[src/rtl/serial_adder_pkg.sv]
// Shared types and helpers for the bit-serial adder/subtractor controller.
`timescale 1ps/1ps
package serial_adder_pkg;

    typedef enum logic [1:0] {
        IDLE = 2'd0,
        RUN  = 2'd1,
        DONE = 2'd2
    } state_t;

    // Bit-counter width for a WIDTH-cycle run; never less than one bit.
    function automatic int cnt_width(input int w);
        return (w <= 2) ? 1 : $clog2(w);
    endfunction

endpackage

[src/rtl/serial_adder_ctrl_full_adder.sv]
// One-bit full adder used as the serial datapath slice.
`timescale 1ps/1ps
module full_adder (
    input  logic a,
    input  logic b,
    input  logic cin,
    output logic s,
    output logic cout
);

    assign s    = a ^ b ^ cin;
    assign cout = (a & b) | (cin & (a ^ b));

endmodule

[src/rtl/serial_adder_ctrl.sv]
// Bit-serial add/subtract controller: one result bit per RUN cycle, LSB first,
// through a single full_adder; registered result and flags held between operations.
`timescale 1ps/1ps
module serial_adder_ctrl
    import serial_adder_pkg::*;
#(
    parameter int WIDTH = 64
) (
    input  logic             clk,
    input  logic             reset,
    input  logic             start,
    input  logic             sub,
    input  logic [WIDTH-1:0] a,
    input  logic [WIDTH-1:0] b,
    output logic             busy,
    output logic             done,
    output logic [WIDTH-1:0] sum,
    output logic             carry_out,
    output logic             overflow,
    output logic             zero
);

    localparam int              CW   = cnt_width(WIDTH);
    localparam logic [CW-1:0]   LAST = CW'(WIDTH - 1);

    state_t             state_reg, state_next;
    logic [WIDTH-1:0]   a_sr_reg, b_sr_reg;
    logic [WIDTH-2:0]   res_sr_reg;
    logic               carry_reg;
    logic [CW-1:0]      cnt_reg;
    logic               a_msb_reg, b_msb_reg;
    logic [WIDTH-1:0]   sum_reg;
    logic               carry_out_reg, overflow_reg, zero_reg;

    logic               fa_s, fa_cout;
    logic               load, run, last;
    logic [WIDTH-1:0]   res_shift;

    full_adder u_fa (
        .a    (a_sr_reg[0]),
        .b    (b_sr_reg[0]),
        .cin  (carry_reg),
        .s    (fa_s),
        .cout (fa_cout)
    );

    assign load = (state_reg == IDLE) && start;
    assign run  = (state_reg == RUN);
    assign last = run && (cnt_reg == LAST);

    // New bit enters at the MSB; on the last edge this is the complete result.
    assign res_shift = {fa_s, res_sr_reg};

    always_ff @(posedge clk or posedge reset) begin
        if (reset) begin
            state_reg <= IDLE;
        end else begin
            state_reg <= state_next;
        end
    end

    always_comb begin
        state_next = state_reg;
        case (state_reg)
            IDLE:    if (start) state_next = RUN;
            RUN:     if (last)  state_next = DONE;
            DONE:    state_next = IDLE;
            default: state_next = IDLE;
        endcase
    end

    always_ff @(posedge clk or posedge reset) begin
        if (reset) begin
            a_sr_reg      <= '0;
            b_sr_reg      <= '0;
            res_sr_reg    <= '0;
            carry_reg     <= 1'b0;
            cnt_reg       <= '0;
            a_msb_reg     <= 1'b0;
            b_msb_reg     <= 1'b0;
            sum_reg       <= '0;
            carry_out_reg <= 1'b0;
            overflow_reg  <= 1'b0;
            zero_reg      <= 1'b0;
        end else if (load) begin
            // Subtraction is a + ~b + 1: invert b and seed the carry with sub.
            a_sr_reg   <= a;
            b_sr_reg   <= sub ? ~b : b;
            carry_reg  <= sub;
            cnt_reg    <= '0;
            a_msb_reg  <= a[WIDTH-1];
            b_msb_reg  <= b[WIDTH-1] ^ sub;
        end else if (run) begin
            res_sr_reg <= res_shift[WIDTH-1:1];
            a_sr_reg   <= a_sr_reg >> 1;
            b_sr_reg   <= b_sr_reg >> 1;
            carry_reg  <= fa_cout;
            if (last) begin
                sum_reg       <= res_shift;
                carry_out_reg <= fa_cout;
                overflow_reg  <= (a_msb_reg == b_msb_reg) && (fa_s != a_msb_reg);
                zero_reg      <= (res_shift == '0);
            end else begin
                // Held at WIDTH-1 on the exit edge so the counter never wraps.
                cnt_reg <= cnt_reg + 1'b1;
            end
        end
    end

    assign busy      = (state_reg == RUN);
    assign done      = (state_reg == DONE);
    assign sum       = sum_reg;
    assign carry_out = carry_out_reg;
    assign overflow  = overflow_reg;
    assign zero      = zero_reg;

endmodule

[config.mk]
export PLATFORM = sky130hd
export DESIGN_NAME = serial_adder_ctrl
export DESIGN_NICKNAME = d
export VERILOG_FILES = /design/src/rtl/serial_adder_pkg.sv /design/src/rtl/serial_adder_ctrl_full_adder.sv /design/src/rtl/serial_adder_ctrl.sv
export SDC_FILE = /design/constraint.sdc
export NUM_CORES = 1
export LEC_CHECK = 0
export ABC_AREA = 1
export BUFFER_PORTS_ARGS = -buffer_cell sky130_fd_sc_hd__buf_2
export CAP_MARGIN = 5
export CORE_MARGIN = 2
export CORE_UTILIZATION = 51
export DETAILED_ROUTE_END_ITERATION = 7
export GPL_ROUTABILITY_DRIVEN = 0
export GPL_TIMING_DRIVEN = 1
export PLACE_DENSITY = 0.74
export SLEW_MARGIN = 10
export SYNTH_ARGS = -nofsm -noshare
export SYNTH_HDL_FRONTEND = slang
export SYNTH_SLANG_ARGS = --single-unit
[constraint.sdc]
create_clock -name clk -period 7 [get_ports clk]
set_input_delay 0 -clock clk [delete_from_list [all_inputs] [get_ports clk]]
set_output_delay 0 -clock clk [all_outputs]
set_load 0.02 [all_outputs]
==> qor.tcl <==
set qor(synth_top_cell_area_share_pct) 56.8
set qor(floorplan.die.height_um) 156
set qor(power.density_cell_area_nw_per_um2) 213
set qor(ir_drop_worst_case_vdd_mv) 0.140
set qor(floorplan.initialDensity_pct) 52.2
set qor(critPathLaunchType) {register}
set qor(multiInputGateArea_um2) 3960
set qor(global_route_wire_length_before_repair_um) 47100
set qor(rows) 55
set qor(run_status) {completed}
set qor(worst_setup_path_end_kind) {register}
set qor(crit_path_top_delay_cell) {buf_4}
set qor(grt_overflow) 0
set qor(synthTopCellsByCount) {dfrtp_1 (269), nand2_1 (234), inv_1 (198)}
set qor(cp_max_fo) 127
set qor(drt_first_iter_violations) 635
set qor(finalWorstPathRequiredPeriod_ns) 4.07
set qor(fillCellCount) 1768
set qor(synth.most_common_cell) {dfrtp_1}
set qor(met2WireLength_um) 13700
set qor(grt.total_usage_pct) 23.7
set qor(htree_levels) 1
set qor(worst-endpoint-arrival_ns) 4.41
set qor(die_area_um2) 24500
set qor(share_of_final_layout_standard_cells_stronger_than_drive_strength_1_pct) 15.9
set qor(worstSkewPairLatency_ns) 0.54
set qor(min-delay-path-class) {in -> async}
set qor(cts_tree) {done}
set qor(timing.setup.critical_path_class) {reg -> reg}
set qor(totalNegativeSetupSlack_ns) 0
set qor(async_flop_share_pct) 100
set qor(hold_ws_ns) 0.0976
set qor(synth-seq-cells) 269
set qor(syn_avg_cell_area_um2) 9.07
set qor(final-hold-violation-count) 0
set qor(syn-num-nets) 1441
set qor(placeableCoreArea_um2) 22700
set qor(initial_antenna_violation_count) 2
set qor(clock_sinks) 269
set qor(layout.area.seq_um2) 6730
set qor(cp_data_required_time_ns) 7.34
set qor(critical_path.most_common_cell) {buf_4}
set qor(stdcell_count) 1899
set qor(leakagePower_nw) 7.70
set qor(dr.pass1.iters) 5
set qor(timing.final.crit_share_pct) 58.1
set qor(cts_clk_pin_slew_worst_paths_ns) 0.06
set qor(synth.distinct_cells) 28
set qor(critical_path.max_stage_delay_ns) 0.77
set qor(cell_area_after_synthesis_um2) 11900
set qor(avgRoutedWirePerCell_um) 15.2
set qor(clockRootBuffer) {clkbuf_16}
set qor(cp_top_family) {buffers and inverters}
set qor(met1_length_um) 12500
set qor(via_count_of_the_first_global_routing_pass) 9814
set qor(yosys_most_used_dff) {dfrtp_1}
set qor(timing.clock.skew_ns) 0.0107
set qor(cts_max_path_buffers) 3
set qor(synth_area_leaders) {dfrtp_1 (57%), o21ai_0 (7.9%), nand2_1 (7.4%)}
set qor(rsz_0062_raised_after_global_routing) {no}
set qor(slew_headroom_pct) 24.2
set qor(max_freq_ghz) 0.246
set qor(cts_resized) 0
set qor(area_growth_syn_to_layout_pct) 27.7
set qor(timing.critical_path.cells) {nor2_8 -> buf_4 -> inv_4 -> buf_4 -> nand2_4 -> buf_4 -> o221ai_1}
set qor(maxCapViolations) 0
set qor(post_cts_buffers) 0
set qor(post_drt_via_cell_ratio) 5.17
set qor(seq_area_frac_synth_pct) 56.8
set qor(post_detailed_placement_half_perimeter_wirelength_um) 15600
set qor(cell_taking_the_most_area_after_synthesis) {dfrtp_1}
set qor(postRouteWirelength_um) 28900
set qor(grt_max_degree) 171
set qor(tightestPinTransition_ns) 1.14
set qor(floorplan.io_pins) 201
set qor(cts-buffers-inserted) 28
set qor(design.final.nets) 1726
set qor(synth-edff-count) 0
set qor(synth_cells) 1307
set qor(numPlacedInstances) 1716
set qor(finalMaxSlewViolations) 0
set qor(placement.io_buffers) 200
set qor(drc_violations) 0
set qor(dr.max_layer_used) {met4}
set qor(holdBufCountCts) 131
set qor(yosys_warnings) 0
set qor(dieWidth_um) 156
set qor(vias) 9810
set qor(worst-path-buf-inv) 4
set qor(met3_length_um) 1690
set qor(ant_nets) 0
set qor(setup_viol) 0
through the flow:
step / total power [mW] / area, um^2 / setup WS [ns] / utilization [%]
6_report: 3.23 / 15100 / 2.93 / 66.7
5_1_grt: 3.34 / 15100 / 2.60 / 66.7
4_1_cts: 3.25 / 15100 / 3.01 / 66.6
3_5_place_dp: 1.69 / 12900 / 3.01 / 56.8
3_3_place_gp: 1.69 / 12900 / 3.04 / 56.8
2_1_floorplan: 1.64 / 11900 / 3.45 / -
layout by cell type, fill, tap and decap left out, types with 2 or more instances in the layout:
| master | count |
|---|---|
| buf_4 | 7 |
| o21ai_0 | 188 |
| bufinv_16 | 3 |
| clkbuf_1 | 11 |
| dfrtp_1 | 269 |
| xor2_1 | 66 |
| o221ai_1 | 62 |
| dlygate4sd3_1 | 131 |
| o211ai_1 | 2 |
| o21ai_1 | 135 |
| nand3_1 | 9 |
| inv_2 | 4 |
| diode_2 | 2 |
| buf_2 | 199 |
| clkbuf_8 | 5 |
| clkinv_2 | 2 |
| nand2_1 | 234 |
| nor2_1 | 45 |
| clkbuf_16 | 28 |
| inv_1 | 197 |
area by class of cell:
class	instances	share of cell area (%)
multi-input combinational	751	26.2
tap	285	2.36
clock buffer	44	5.36
clock inverter	6	0.794
timing repair buffer	338	15.7
inverter	204	5.11
sequential	269	44.5
antenna	2	0.0331
worst min-delay path, cell delays in order:
cell           delay, ns
dlygate4sd3_1       0.55
buf_2               0.14
clkinvlp_4          0.39
worst paths after layout:
path	endpoint	startpoint	depth (start not counted)	slack [ns]
setup / recovery	a_sr_reg[25]	state_reg[1]	7	2.93
hold / removal	a_sr_reg[51]	reset	3	0.1
setup reg to reg	a_sr_reg[25]	state_reg[1]	7	2.93
hold reg to reg	overflow	overflow	2	0.47
max in group asynchronous	b_sr_reg[37]	reset	4	5.61
min in group clk	a_sr_reg[49]	a[49]	4	0.21
power breakdown:
group / internal, mW / leakage, nW / switching [mW]
Sequential: 1.56 / 3.32 / 0
Combinational: 0.0892 / 3.92 / 0.0825
Clock: 0.903 / 0.451 / 0.596
layer usage:
metal / vias to the layer above / GRT usage (%)
met1: 4581 / 30.2
met2: 337 / 40.2
li1: 4799 / -
met4: 0 / 8.96
met3: 93 / 4.68
met5: - / 0
cells by family after synthesis:
kind of cell,synth area share (%)
compound gates,18.4
xor+xnor,4.87
fa+ha+maj,0.274
buf+inv,9.94
flops,56.8
simple gates,9.71
(Power assumes the default switching activity.)
